[src/rtl/datapath_pkg.sv]
// Shared encodings for the datapath: ALU op, writeback select, B shifter, multiplier FSM.
// Latency: n/a (types only).
// Backpressure: n/a.
package datapath_pkg;

    typedef enum logic [2:0] {
        ALU_ADD  = 3'b000,
        ALU_SUB  = 3'b001,
        ALU_AND  = 3'b010,
        ALU_NOT  = 3'b011,
        ALU_OR   = 3'b100,
        ALU_XOR  = 3'b101,
        ALU_MUL  = 3'b110,
        ALU_PASS = 3'b111
    } alu_op_e;

    typedef enum logic [1:0] {
        VSEL_MDATA = 2'b00,
        VSEL_IMM8  = 2'b01,
        VSEL_PC    = 2'b10,
        VSEL_C     = 2'b11
    } vsel_e;

    typedef enum logic [1:0] {
        SH_NONE = 2'b00,
        SH_LSL1 = 2'b01,
        SH_LSR1 = 2'b10,
        SH_ASR1 = 2'b11
    } shift_e;

    typedef enum logic {
        ST_IDLE = 1'b0,
        ST_MUL  = 1'b1
    } mul_state_e;

endpackage

[src/rtl/mul_iter.sv]
// Iterative shift-add multiplier, one multiplier bit per cycle.
// Latency: busy for exactly WIDTH cycles after start; done pulses the cycle after the last one.
// Backpressure: start is only accepted in IDLE; the caller must hold off while busy.
module mul_iter #(
    parameter int WIDTH = 16
) (
    input  logic               clk,
    input  logic               reset,
    input  logic               start,
    input  logic [WIDTH-1:0]   a,
    input  logic [WIDTH-1:0]   b,
    output logic               busy,
    output logic               last,
    output logic               done,
    output logic [2*WIDTH-1:0] product
);
    import datapath_pkg::*;

    localparam int CW = $clog2(WIDTH + 1);

    mul_state_e         state, state_nxt;
    logic [CW-1:0]      cnt;
    logic [2*WIDTH-1:0] acc;
    logic [2*WIDTH-1:0] mcand;
    logic [WIDTH-1:0]   mplier;

    // product is the accumulator after this cycle's step; during 'last' it is the full result
    assign product = mplier[0] ? (acc + mcand) : acc;

    // state register
    always_ff @(posedge clk) begin
        if (reset) state <= ST_IDLE;
        else       state <= state_nxt;
    end

    // next-state: start launches, the final iteration returns to idle
    always_comb begin
        state_nxt = state;
        case (state)
            ST_IDLE: if (start) state_nxt = ST_MUL;
            ST_MUL:  if (last)  state_nxt = ST_IDLE;
        endcase
    end

    // outputs decoded from state and iteration count
    always_comb begin
        busy = (state == ST_MUL);
        last = (state == ST_MUL) && (cnt == CW'(WIDTH - 1));
    end

    // shift-add datapath and the one-cycle done pulse
    always_ff @(posedge clk) begin
        if (reset) begin
            cnt    <= '0;
            acc    <= '0;
            mcand  <= '0;
            mplier <= '0;
            done   <= 1'b0;
        end else begin
            done <= last;
            if (state == ST_IDLE && start) begin
                cnt    <= '0;
                acc    <= '0;
                mcand  <= {{WIDTH{1'b0}}, a};
                mplier <= b;
            end else if (state == ST_MUL) begin
                cnt    <= cnt + 1'b1;
                acc    <= product;
                mcand  <= mcand << 1;
                mplier <= mplier >> 1;
            end
        end
    end

endmodule

[src/rtl/datapath_gen.sv]
// Register file, B shifter, ALU and A/B/C/status registers; optional multiplier via DATAPATH_MUL_EN.
// Latency: single-cycle ops land in C one edge after loadc; MUL holds busy WIDTH cycles then pulses done.
// Backpressure: while busy, loada/loadb/loadc/loads are ignored; write and readnum stay live.
module datapath_gen #(
    parameter int WIDTH = 16,
    parameter int NREGS = 8,
    parameter int PC_W  = 8
) (
    input  logic                     clk,
    input  logic                     reset,
    input  logic [WIDTH-1:0]         sximm8,
    input  logic [WIDTH-1:0]         sximm5,
    input  logic [WIDTH-1:0]         mdata,
    input  logic [PC_W-1:0]          PC,
    input  logic [$clog2(NREGS)-1:0] readnum,
    input  logic [$clog2(NREGS)-1:0] writenum,
    input  logic                     write,
    input  logic [1:0]               vsel,
    input  logic                     loada,
    input  logic                     loadb,
    input  logic                     loadc,
    input  logic                     loads,
    input  logic                     asel,
    input  logic                     bsel,
    input  logic [1:0]               shift,
    input  logic [2:0]               ALUop,
    output logic [WIDTH-1:0]         datapath_out,
    output logic                     N_out,
    output logic                     V_out,
    output logic                     Z_out,
    output logic                     busy,
    output logic                     done
);
    import datapath_pkg::*;

    logic [WIDTH-1:0] regs [NREGS];
    logic [WIDTH-1:0] rd_dat;
    logic [WIDTH-1:0] wb_dat;
    logic [WIDTH-1:0] a_q, b_q, c_q;
    logic [WIDTH-1:0] b_sh, ain, bin, alu_res;
    logic             alu_ovf;
    logic             n_q, v_q, z_q;
    logic             is_mul;
    logic             sc_ok;
    alu_op_e          op;
    vsel_e            wsel;
    shift_e           sh;

    assign op   = alu_op_e'(ALUop);
    assign wsel = vsel_e'(vsel);
    assign sh   = shift_e'(shift);

    assign rd_dat       = regs[readnum];
    assign datapath_out = c_q;
    assign N_out        = n_q;
    assign V_out        = v_q;
    assign Z_out        = z_q;

`ifdef DATAPATH_MUL_EN
    logic               mul_start;
    logic               mul_last;
    logic               mul_ld_s;
    logic [2*WIDTH-1:0] mul_prod;

    assign is_mul    = (op == ALU_MUL);
    assign mul_start = !busy && loadc && is_mul;

    mul_iter #(.WIDTH(WIDTH)) u_mul (
        .clk     (clk),
        .reset   (reset),
        .start   (mul_start),
        .a       (ain),
        .b       (bin),
        .busy    (busy),
        .last    (mul_last),
        .done    (done),
        .product (mul_prod)
    );
`else
    // without the multiplier ALUop 110 behaves as pass-Bin and never stalls
    assign is_mul = 1'b0;
    assign busy   = 1'b0;
    assign done   = 1'b0;
`endif

    // single-cycle results only commit when idle and the op is not a launched multiply
    assign sc_ok = !busy && !is_mul;

    // writeback source select; PC is zero-extended
    always_comb begin
        wb_dat = mdata;
        case (wsel)
            VSEL_MDATA: wb_dat = mdata;
            VSEL_IMM8:  wb_dat = sximm8;
            VSEL_PC:    wb_dat = WIDTH'(PC);
            VSEL_C:     wb_dat = c_q;
        endcase
    end

    // B shifter and operand muxes
    always_comb begin
        b_sh = b_q;
        case (sh)
            SH_NONE: b_sh = b_q;
            SH_LSL1: b_sh = {b_q[WIDTH-2:0], 1'b0};
            SH_LSR1: b_sh = {1'b0, b_q[WIDTH-1:1]};
            SH_ASR1: b_sh = {b_q[WIDTH-1], b_q[WIDTH-1:1]};
        endcase
        ain = asel ? '0 : a_q;
        bin = bsel ? sximm5 : b_sh;
    end

    // ALU; MUL shares the pass-Bin leg because the real product comes from mul_iter
    always_comb begin
        alu_res = '0;
        alu_ovf = 1'b0;
        case (op)
            ALU_ADD: begin
                alu_res = ain + bin;
                alu_ovf = (ain[WIDTH-1] == bin[WIDTH-1]) && (alu_res[WIDTH-1] != ain[WIDTH-1]);
            end
            ALU_SUB: begin
                alu_res = ain - bin;
                alu_ovf = (ain[WIDTH-1] != bin[WIDTH-1]) && (alu_res[WIDTH-1] != ain[WIDTH-1]);
            end
            ALU_AND:           alu_res = ain & bin;
            ALU_NOT:           alu_res = ~bin;
            ALU_OR:            alu_res = ain | bin;
            ALU_XOR:           alu_res = ain ^ bin;
            ALU_MUL, ALU_PASS: alu_res = bin;
        endcase
    end

    // register file write port; reset clears every entry
    always_ff @(posedge clk) begin
        if (reset) begin
            for (int i = 0; i < NREGS; i++) regs[i] <= '0;
        end else if (write) begin
            regs[writenum] <= wb_dat;
        end
    end

    // A/B/C/status registers, including multiply launch and completion
    always_ff @(posedge clk) begin
        if (reset) begin
            a_q <= '0;
            b_q <= '0;
            c_q <= '0;
            n_q <= 1'b0;
            v_q <= 1'b0;
            z_q <= 1'b0;
`ifdef DATAPATH_MUL_EN
            mul_ld_s <= 1'b0;
`endif
        end else begin
            if (!busy && loada) a_q <= rd_dat;
            if (!busy && loadb) b_q <= rd_dat;
            if (sc_ok && loadc) c_q <= alu_res;
            if (sc_ok && loads) begin
                z_q <= (alu_res == '0);
                n_q <= alu_res[WIDTH-1];
                v_q <= alu_ovf;
            end
`ifdef DATAPATH_MUL_EN
            if (mul_start) mul_ld_s <= loads;
            if (mul_last) begin
                c_q <= mul_prod[WIDTH-1:0];
                if (mul_ld_s) begin
                    z_q <= (mul_prod[WIDTH-1:0] == '0);
                    n_q <= mul_prod[WIDTH-1];
                    v_q <= (mul_prod[2*WIDTH-1:WIDTH] != '0);
                end
            end
`endif
        end
    end

endmodule

[config.mk]
export PLATFORM = sky130hd
export DESIGN_NAME = datapath_gen
export DESIGN_NICKNAME = d
export VERILOG_FILES = /design/src/rtl/datapath_pkg.sv /design/src/rtl/mul_iter.sv /design/src/rtl/datapath_gen.sv
export SDC_FILE = /design/constraint.sdc
export NUM_CORES = 1
export LEC_CHECK = 0
export CORE_ASPECT_RATIO = 0.75
export CORE_MARGIN = 4
export CORE_UTILIZATION = 33
export CTS_CLUSTER_SIZE = 28
export DETAILED_ROUTE_END_ITERATION = 8
export PLACE_DENSITY_LB_ADDON = 0.3
export SETUP_SLACK_MARGIN = 0.5
export SKIP_CTS_REPAIR_TIMING = 1
export SYNTH_ARGS = -nofsm -noshare
export SYNTH_HDL_FRONTEND = slang
export SYNTH_SLANG_ARGS = --single-unit
[constraint.sdc]
create_clock -name clk -period 8.6 [get_ports clk]
set_clock_uncertainty 0.05 [all_clocks]
set_input_delay 2.58 -clock clk [delete_from_list [all_inputs] [get_ports clk]]
set_output_delay 2.58 -clock clk [all_outputs]
set_load 0.02 [all_outputs]
# --- Word level (Yosys, flattened, before mapping) ---
# Memories as Yosys holds them, arrays and structs flattened.
# Cells that the tools add are included.
op_classes:
  n_reduce_logical: 8
  n_addsub: 2
  n_bitwise: 4
  n_eq_ne: 17
  muxes: 14
ops:
  columns: ["cell", "n"]
  rows:
  - ["16-bit case mux with 4 select lines", 2]
  - ["16-bit case mux with 7 select lines", 1]
  - ["16-bit two-way mux", 3]
  - ["16-bit adder", 1]
  - ["16-bit AND", 1]
  - ["16-bit logical NOT", 1]
  - ["16-bit inverter", 1]
  - ["16-bit bitwise OR", 1]
  - ["16-bit OR reduction", 1]
  - ["16-bit subtractor", 1]
  - ["16-bit XOR", 1]
  - ["3-bit == test, second input constant", 4]
  - ["2-bit == test, second input constant", 4]
  - ["3-bit by 2-bit == test with 1-bit output, second input constant", 2]
  - ["1-bit two-way mux", 6]
  - ["2-bit by 1-bit == test with 1-bit output, second input constant", 2]
  - ["2-bit logical NOT", 2]
  - ["3-bit by 1-bit == test with 1-bit output, second input constant", 1]
  - ["3-bit logical NOT", 1]
  - ["3-bit two-way mux", 1]
  - ["1-bit inequality test", 3]
  - ["1-bit logical AND", 2]
  - ["1-bit case mux with 2 select lines", 1]
  - ["2-bit OR reduction", 1]
  - ["1-bit == test", 1]
word_totals:
  reg_bits: 51
  output_inout_bits: 21
  inputBits: 78
  elab_cells: 52
  mem_bits_rw: 128
  n_memories: 1
mem_list:
  columns: ["name", "words", "word_bits", "read_ports", "rd_clocked_by_memory_dff", "write_ports", "line", "text"]
  rows:
  - ["regs", 8, 16, 1, 0, 8, "datapath_gen.sv:36", "logic [WIDTH-1:0] regs [NREGS];"]

# --- Depth between registers and ports, before layout ---
# Gate-level depths: netlist (run 1).
logic_depth:
  word_depth: 7
  mapped_depth: 19
  mapped_depth_nobuf: 16

# --- Worst setup path before layout (run 1) ---
# OpenSTA, ideal clock, no wires.
synth_timing:
  path_kind: "input-to-reg"
  from: "input shift[0]"
  to: "register z_q (netlist: Z_out)"
  required_time_ns: 8.491
  path_stages: 16
  path_slack_ns: 2.497
  arrival_time_ns: 5.993
  cell_sequence: "buf_6 -> or3b_2 -> a2bb2oi_2 -> ha_1 -> inv_1 -> fa_1 -> nor2b_1 -> o2111ai_1 -> and3_1 -> o41ai_1 -> mux2i_1 -> xnor2_1 -> a221o_1 -> nor4_1 -> and4_1 -> a22o_1"
synth_between:
  elab_chain_cells: 6
  word_cells_on_any_way: 14
  classes_between: "add/sub: 2; eq/ne: 3; mux: 3; bitwise: 4; reduce/logical: 2"
synth_lines:
  columns: ["item", "line", "text"]
  rows:
  - ["start: declaration", "datapath_gen.sv:25", "input logic [1:0] shift,"]
  - ["2-bit == test, or another cell as far along", "datapath_gen.sv:103", "case (sh)"]
  - ["16-bit case mux with 4 select lines *", "datapath_gen.sv:103", null]
  - ["16-bit two-way mux *", "datapath_gen.sv:110", "bin = bsel ? sximm5 : b_sh;"]
  - ["16-bit subtractor, or another cell as far along", "datapath_gen.sv:123", "alu_res = ain - bin;"]
  - ["16-bit case mux with 7 select lines *", "datapath_gen.sv:117", "case (op)"]
  - ["16-bit logical NOT *", "datapath_gen.sv:160", "z_q <= (alu_res == '0);"]
  - ["end signal: assignment", "datapath_gen.sv:160", null]
  - ["end: declaration", "datapath_gen.sv:42", "logic n_q, v_q, z_q;"]
# Mark *: on every way between the ends. The rest lies on a longest branch, timed or not.
# A chain may end at the register's enable or synchronous reset.

# --- Worst setup path after layout (run 1) ---
layout_timing:
  from: "input shift[1]"
  to: "register z_q (netlist: Z_out)"
# Same word-level chain as after synthesis.

==> summary.md, run 1 <==
| Metric | Value |
|---|---|
| Synth Area per Inst | 10.5 sq um |
| Hold depth | 2 |
| Drt drc | 0 |
| Final Cycle Share | 83.2% |
| I/O pins | 99 |
| Final hold vios | 0 |
| Clock latency on the worst-skew pair | 0.43 ns |
| Finished layout cell area | 13,000 sq um |
| Synth cell types | 77 |
| Largest net degree at the start of global routing | 59 |
| Storage element area | 4860 sq um |
| Post-Route WL | 34,100 um |
| Unrepaired setup endpoints after global routing | no |
| Die Ht | 167 um |
| Maximum clock rate | 140 MHz |
| Fin nets | 1,246 |
| Layout cell share with drive strength beyond 1 | 11.0% |
| Worst vdd ir | 0.107 mV |
| Worst-margin pin slew | 1.27 ns |
| Hold Path End | a_q[3] |
| Setup TNS | 0 ns |
| R2R Path End | Z_out |
| CP cell instances | clkdlybuf4s50_1 > buf_4 > or3b_2 > a2bb2oi_2 > ha_1 > inv_1 > fa_1 > nor2b_1 > o21ai_1 > a31oi_1 > a41oi_1 > xnor2_1 > a221oi_1 > nand4_1 > nor4_1 > and4_1 > a22o_1 |
| Initial antenna violation count | 0 |
| # setup viols final | 0 |
| Global placement routability congestion | 0.919 |
| Worst Path Arrival | 7.48 ns |
| Initial Util | 33.8% |
| Total grt overflow | 0 |
| DRT antenna net count | 0 |
| Crit-path max FO | 25 |
| Total number of vias | 8,640 |
| Via density | 5.49 |
| FF-to-FF setup slack | 3.90 ns |
| Utilization after layout | 39.6% |
| Top post-synthesis cells by area | edfxtp_1 35%, dfxtp_1 9.2%, mux4_2 8.1% |
| Fin crit period | 7.16 ns |
| H-tree depth | 4 |
| Slew headroom | 14.9% |
| Post-synth ARST share | 0% |
| Leakage power total | 0.00494 uW |
| Reg-to-Reg Start | b_q[0] |
| Drt wl/cell | 21.7 um |
| Core area | 32,700 sq um |
| Syn Inst Count | 1,058 |
| Worst setup EP type | flop |
| Number of global-route vias before repair | 8,396 |
| PwrDens | 172 nW/um^2 |
| CTS tree | built |
| First-pass DRT Iterations | 5 |
| Num rows | 57 |
| Hold WS | 0.434 ns |
| Mapped Area | 11,100 sq um |
| CP required | 8.92 ns |
| Worst setup path class | in2reg |
| Global-route wire length before repair | 51,500 um |
| Yosys reg bits | 179 |
| Iter 0 DRT Violations | 737 |
| Number of diodes | 0 |
| Area of the multi-input gates | 5670 sq um |
| Port Buffer Count | 96 |
| Slew Limit Fails | 0 |
| Placement Cell Area | 12,400 sq um |
| Critical path launch point type | primary input |
| Reg2Reg Depth | 15 |
| Max-Cap Viols | 0 |
| Hold_sp | a_q[3] |
| Synthesis Warnings | 0 |
| Root buffer cell | clkbuf_16 |
| Top_reg_cell synth | edfxtp_1 |
| CTS clock-pin slew for the worst setup and hold paths | 0.07 ns |
| Worst path max stage delay | 0.53 ns |
| Register area share after synthesis | 43.9% |
| Post-synth top area cell | edfxtp_1 |
| Die Wd | 220 um |
| Clk sink count | 179 |
| FILL cells | 3,177 |
| Number of synthesized flops with an enable pin | 128 |
| Post-DP HPWL | 24,500 um |
| CTS Buffer Depth | 2 |
| CTS Buf Count | 17 |
| Die area | 36,600 sq um |
| Top cell type's share of synthesized area | 34.7% |
| GR Util All Layers | 18.4% |
| Crit-path slowest cell | a221oi_1 |
| HP Class | reg2reg |
| Status | finished, final reports clean |
| Syn-to-layout area delta | 17.1% |
-- cell families after synthesis --
kind of cell	after synthesis	synth area share, %
compound gates	228	14.7
xor+xnor	13	1.03
fa+ha+maj	49	5.67
buf+inv	133	4.98
flops	179	43.9
mux	103	14.0
other cells	1	0.0339
simple gates	352	15.6
-- layer usage --
| layer | part of all wire (%) | vias to the layer above | wire length (um) | global-route usage [%] |
|---|---|---|---|---|
| met2 | 44 | 280 | 15200 | 27.8 |
| met5 | 0 | - | 0 | 0 |
| li1 | - | 4049 | - | - |
| met4 | 1.4 | 0 | 474 | 3.90 |
| met1 | 48 | 4276 | 16300 | 27.4 |
| met3 | 6.2 | 35 | 2130 | 3.44 |
-- per-stage QoR --
step / worst slack [ns] / power (uW) / instances
floorplan: 2.50 / 1310 / 1059
global placement: 1.09 / 1480 / 1542
detailed placement: 1.11 / 1480 / 1542
CTS: 1.53 / 2230 / 1574
global route: 1.10 / 2320 / 1574
finish: 1.44 / 2230 / 1574
-- critical path, delay by kind of cell --
kind,cells,cell delay [ns]
AO/OA/AOI/OAI,6,1.77
XOR/XNOR,1,0.10
adder cells (fa/ha/maj),2,0.69
buffers and inverters,3,0.67
AND/OR/NAND/NOR,5,1.67
-- registers in the layout, indices dropped and copies added, names as in the netlist --
| name | flops |
|---|---|
| N_out | 1 |
| V_out | 1 |
| Z_out | 1 |
| a_q | 16 |
| b_q | 16 |
| datapath_out | 16 |
| regs | 128 |
-- Yosys cell counts, types with 4 or more instances --
master / n
a21oi_1: 48
or3_1: 4
mux2_2: 16
edfxtp_1: 128
nor4_1: 6
o31ai_1: 7
buf_1: 7
buf_2: 9
dfxtp_1: 51
nand2b_1: 19
xnor2_1: 10
mux2i_1: 46
a22oi_1: 8
a311o_1: 4
o21a_1: 5
a221oi_1: 5
a21o_1: 4
a211oi_1: 55
clkbuf_1: 47
and3_1: 52
nand2_1: 37
nor3b_1: 4
nor2b_1: 40
o22ai_1: 5
mux4_2: 40
nand3_1: 11
a31oi_1: 12
nor3_1: 10
buf_4: 9
ha_1: 47
o211ai_1: 9
inv_1: 57
nor2_1: 154
o21ai_0: 23
-- power breakdown --
group | leakage [uW] | switching [uW] | total (uW) | internal (uW)
clock | 0.000287 | 340 | 762 | 421
combinational | 0.00290 | 279 | 470 | 191
sequential | 0.00175 | 25.6 | 995 | 969
total | 0.00494 | 645 | 2230 | 1580
-- final cells by class --
type,instances,area share (%)
flip-flops and latches,179,37.5
well taps,442,4.26
inverters,60,1.74
multi-input cells,747,43.7
clock inverters,10,0.531
repair buffers,114,8.33
clock buffers,22,3.91
-- how the worst max path moves through the flow --
stage / from / endpoint / slack, ns
2_1_floorplan: shift[0] / Z_out / 2.50
3_3_place_gp: shift[1] / Z_out / 1.09
3_5_place_dp: shift[1] / Z_out / 1.11
4_1_cts: shift[1] / Z_out / 1.53
5_1_grt: shift[0] / Z_out / 1.10
6_report: shift[1] / Z_out / 1.44
-- layout by cell type, fill, tap and decap left out, types with 23 or more instances in the layout --
cell type	n
nor2_1	154
edfxtp_1	128
clkdlybuf4s50_1	93
inv_1	57
a211oi_1	55
and3_1	52
dfxtp_1	51
a21oi_1	48
ha_1	47
mux2i_1	46
mux4_2	40
nor2b_1	40
nand2_1	37
o21ai_0	23
No activity file was read; power rests on OpenSTA's default activity.
==> run 2: changes to the inputs <==
- clock period: 8.6 -> 6.7 ns (I/O delays scaled with it)
==> run 2 against run 1 <==
  * Die area unchanged
  * Global-route usage is 0.61 points higher
  * Worst hold slack better by 0.00051 ns
  * Combinational power is 38% higher
  * Critical path depth shrank 1
  * Sequential cell count unchanged
  * Sequential power grew 29%
  * Register-to-register slack worse by 1.4 ns
  * Routed wire length grew 3.4%
  * Design area is 2.6% higher
  * Via count rose by 3.0%
  * Worst setup slack lost 0.73 ns
  * Critical path type unchanged
  * Critical endpoint unchanged
  * Largest cell class unchanged
  * Highest routed layer is now met5
==> summary.md, run 2 (synthesis results as in run 1) <==
| Metric | Value |
|---|---|
| Post-DP HPWL | 25,500 um |
| GR Util All Layers | 19.0% |
| Utilization after layout | 40.6% |
| # setup viols final | 0 |
| Root buffer cell | clkbuf_16 |
| Unrepaired setup endpoints after global routing | no |
| Max-Cap Viols | 0 |
| CP top delay family | simple AND/OR/NAND/NOR gates |
| Core area | 32,700 sq um |
| First-pass DRT Iterations | 6 |
| Worst setup path class | in2reg |
| R2R Path End | Z_out |
| Reg2Reg Depth | 15 |
| CTS tree | built |
| Largest register FFs | 128 |
| FF-to-FF setup slack | 2.45 ns |
| H-tree depth | 4 |
| Initial antenna violation count | 1 |
| Fin crit period | 5.99 ns |
| CP required | 7.02 ns |
| Critical path launch point type | primary input |
| Global-route wire length before repair | 53,400 um |
| I/O pins | 99 |
| Crit-path max FO | 5 |
| Die Ht | 167 um |
| CTS Buf Count | 17 |
| Total net switching power | 852 uW |
| Slew Limit Fails | 0 |
| Clock network fraction of total power | 33.9% |
| Hold_sp | a_q[3] |
| Worst path max stage delay | 0.50 ns |
| Iter 0 DRT Violations | 866 |
| Commonest non-fill, non-tap cell in the layout | nor2_1 |
| Total number of vias | 8,897 |
| Number of global-route vias before repair | 8,781 |
| Pint | 2060 uW |
| Sw Ratio | 29.3% |
| Worst setup EP type | flop |
| Die area | 36,600 sq um |
| Largest net degree at the start of global routing | 62 |
| Status | finished, final reports clean |
| PnR Total Power | 2910 uW |
| Worst Path Arrival | 6.31 ns |
| Number of diodes | 0 |
| Post-Route WL | 35,200 um |
| Crit-path slowest cell | or3b_2 |
| Fin nets | 1,285 |
| Maximum clock rate | 167 MHz |
| Top reg by flops | regs |
| Sequential power share | 43.9% |
| Layout cell share with drive strength beyond 1 | 14.4% |
| Final hold vios | 0 |
| Syn-to-layout area delta | 20.1% |
| PwrDens | 219 nW/um^2 |
| Layout Cells excl Fill | 1,613 |
| HP Class | reg2reg |
| Hold WS | 0.435 ns |
| CTS clock-pin slew for the worst setup and hold paths | 0.07 ns |
| Setup TNS | 0 ns |
| Via density | 5.52 |
| Most frequent cells in the layout | 154 x nor2_1, 128 x edfxtp_1, 93 x clkdlybuf4s50_1 |
| Leakage power total | 0.00513 uW |
| Worst vdd ir | 0.166 mV |
| Worst-margin pin slew | 1.20 ns |
| Num rows | 57 |
| Die Wd | 220 um |
| Slew headroom | 19.8% |
| Buffers & Inverters on Critical Path | 2 |
| Total grt overflow | 0 |
| Placed Cells | 1,581 |
| Port Buffer Count | 96 |
| Global placement routability congestion | 0.948 |
| Drt drc | 0 |
| Clock latency on the worst-skew pair | 0.43 ns |
| CP cell instances | clkdlybuf4s50_1 > or3b_2 > a2bb2oi_2 > ha_1 > inv_1 > fa_1 > nor2b_1 > o21ai_1 > a31oi_1 > a41oi_1 > xnor2_1 > a221oi_2 > nand4_1 > nor4_2 > and4_1 > a22o_1 |
| Initial Util | 33.8% |
| Combinational share of power | 22.2% |
| Reg-to-Reg Start | b_q[0] |
| Clk sink count | 179 |
| Hold Path End | a_q[3] |
| DRT antenna net count | 0 |
| Drt wl/cell | 21.9 um |
| Final Cycle Share | 89.4% |
| Hold depth | 2 |
| CTS Buffer Depth | 2 |
==> run 2: tightest hold or removal path, cell delays in order, from the launching register on <==
cell and delay [ns]:
dfxtp_1 0.31, nor2_1 0.08, a211oi_1 0.05
==> run 2: layout make-up <==
cell class	count	area (sq um)
fillers	3121	19400
multi-input cells	747	5710
flip-flops and latches	179	4860
repair buffers	153	1370
well taps	442	553
clock buffers	20	457
inverters	60	225
clock inverters	12	119
==> run 2: power by group through the flow <==
stage,combinational [uW],clock (uW),sequential (uW)
after floorplan,388,0,1300
after global placement,630,0,1300
after detailed placement,634,0,1300
after CTS,637,992,1280
after global routing,701,1040,1280
final,647,985,1280
==> run 2: layer usage <==
layer | wire [um] | up-vias | track usage, %
li1 | - | 4123 | -
met1 | 17300 | 4395 | 29.3
met2 | 15000 | 340 | 28.0
met3 | 2440 | 37 | 3.19
met4 | 523 | 2 | 3.85
met5 | 7 | - | 0
==> run 2: how the worst max path moves through the flow <==
stage,startpoint,endpoint,slack [ns],cells after the start
2_1_floorplan,shift[0],Z_out,1.17,16
3_3_place_gp,shift[1],Z_out,0.23,16
3_5_place_dp,shift[1],Z_out,0.11,16
4_1_cts,shift[1],Z_out,0.52,16
5_1_grt,shift[1],Z_out,0.52,16
6_report,shift[1],Z_out,0.71,16
==> run 2: through the flow <==
| step | setup WS [ns] | instance area [sq um] |
|---|---|---|
| 2_1_floorplan | 1.17 | 11100 |
| 3_3_place_gp | 0.227 | 12700 |
| 3_5_place_dp | 0.114 | 12700 |
| 4_1_cts | 0.522 | 13300 |
| 5_1_grt | 0.519 | 13300 |
| 6_report | 0.713 | 13300 |
==> run 3: changes to the inputs <==
- clock period: 6.7 -> 6.27 ns (I/O delays scaled with it)
==> run 3 against run 2 <==
  * Clock power about the same
  * Via count is 0.58% lower
  * Non-clock buffer count up 18
  * Critical endpoint unchanged
  * Largest cell class unchanged
  * Highest routed layer is now met4
==> summary.md, run 3 (synthesis results as in run 1) <==
| Metric | Value |
|---|---|
| I/O pins | 99 |
| Post-DP HPWL | 25,400 um |
| Met3 WL | 2460 um |
| Clk sink count | 179 |
| Largest net degree at the start of global routing | 61 |
| Area of the multi-input gates | 5760 sq um |
| Max-Cap Viols | 0 |
| Initial antenna violation count | 0 |
| Commonest non-fill, non-tap cell in the layout | nor2_1 |
| Setup TNS | 0 ns |
| Die Ht | 167 um |
| HP Class | reg2reg |
| Status | finished, final reports clean |
| Worst vdd ir | 0.194 mV |
| Fin nets | 1,303 |
| Global-route wire length before repair | 52,500 um |
| R2R Path End | Z_out |
| Core area | 32,700 sq um |
| Final Cycle Share | 89.1% |
| PwrDens | 229 nW/um^2 |
| Number of diodes | 0 |
| Fin crit period | 5.59 ns |
| Slew Limit Fails | 0 |
| Root buffer cell | clkbuf_16 |
| Slew headroom | 21.6% |
| Crit-path max FO | 10 |
| Storage element area | 4860 sq um |
| Critical path launch point type | primary input |
| Num rows | 57 |
| FILL cells | 3,171 |
| Crit path to | Z_out |
| Syn-to-layout area delta | 21.6% |
| Initial Util | 33.8% |
| # setup viols final | 0 |
| Global placement routability congestion | 0.911 |
| Top reg by flops | regs |
| Reg-to-Reg Start | b_q[0] |
| CTS Buf Count | 17 |
| Total grt overflow | 0 |
| CTS clock-pin slew for the worst setup and hold paths | 0.07 ns |
| Most frequent cells in the layout | 154 x nor2_1, 128 x edfxtp_1, 92 x clkdlybuf4s50_1 |
| Drt drc | 0 |
| Leakage power total | 0.00521 uW |
| Port Buffer Count | 96 |
| Iter 0 DRT Violations | 1,035 |
| DRT antenna net count | 0 |
| GR Util All Layers | 18.6% |
| Unrepaired setup endpoints after global routing | yes |
| Die Wd | 220 um |
| Die area | 36,600 sq um |
| CTS tree | built |
| Worst setup path class | in2reg |
| Met2 wire len | 14,900 um |
| Placement Cell Area | 12,800 sq um |
| Finished layout cell area | 13,500 sq um |
| Via density | 5.42 |
| Worst-margin pin slew | 1.17 ns |
| FF-to-FF setup slack | 2.23 ns |
| Worst Path Arrival | 5.92 ns |
| Clock latency on the worst-skew pair | 0.43 ns |
| CP required | 6.60 ns |
| Post-Route WL | 34,500 um |
| Metal-1 WL | 16,600 um |
| H-tree depth | 4 |
| Final hold vios | 0 |
| Drt wl/cell | 21.1 um |
| CTS Buffer Depth | 2 |
| Total number of vias | 8,845 |
| Largest register FFs | 128 |
| Critical path origin | shift[0] |
| Layout cell share with drive strength beyond 1 | 16.7% |
| First-pass DRT Iterations | 5 |
| Maximum clock rate | 179 MHz |
| Worst setup EP type | flop |
| Number of global-route vias before repair | 8,565 |
| Reg2Reg Depth | 15 |
| Uppermost routed layer | met4 |
==> run 3: where the power goes <==
part	total (uW)	internal, uW	leakage [uW]	switching, uW
clock network	1010	517	0.000259	492
registers	1360	1330	0.00175	32.6
logic	714	309	0.00320	405
==> run 3: worst max-delay path, cell delays in order <==
cell and delay [ns]:
clkdlybuf4s50_1 0.51, buf_4 0.18, mux2_2 0.36, o211ai_1 0.17, a21boi_0 0.27, inv_1 0.08
ha_2 0.36, nor3_1 0.29, o21ai_2 0.15, a31oi_1 0.20, a41oi_1 0.09, xnor2_1 0.19
a221oi_2 0.30, nand4_1 0.24, nor4_2 0.30, and4_1 0.22, a22o_1 0.11
==> run 3: through the flow <==
stage | power (uW) | hold slack, ns | cells | worst slack, ns | util, %
final | 3080 | 0.433 | 1631 | 0.680 | 41.1
after global placement | 2080 | 0.422 | 1597 | 0.0152 | 39.1
after floorplan | 1800 | 0.409 | 1059 | 0.866 | -
after detailed placement | 2080 | 0.426 | 1597 | 0.106 | 39.1
after CTS | 3080 | 0.437 | 1629 | 0.528 | 40.8
after global routing | 3210 | 0.466 | 1631 | 0.470 | 41.1
==> run 3: per-layer routing <==
metal / up-vias / track usage, %
li1: 4159 / -
met1: 4373 / 28.8
met2: 285 / 27.4
met3: 28 / 3.08
met4: 0 / 3.54
met5: - / 0
==> run 3: how the worst min path moves through the flow <==
| stage | from | to | cells after the start |
|---|---|---|---|
| final | a_q[11] | a_q[11] | 2 |
| after detailed placement | a_q[10] | a_q[10] | 2 |
| after global routing | a_q[12] | a_q[12] | 2 |
| after floorplan | a_q[3] | a_q[3] | 2 |
| after CTS | a_q[4] | a_q[4] | 2 |
| after global placement | a_q[5] | a_q[5] | 2 |
==> run 3: area by class of cell <==
class,count,share of cell area (%)
repair buffers,171,11.3
clock buffers,17,3.16
flip-flops and latches,179,36.1
inverters,60,1.67
multi-input cells,747,42.8
clock inverters,15,0.901
well taps,442,4.11
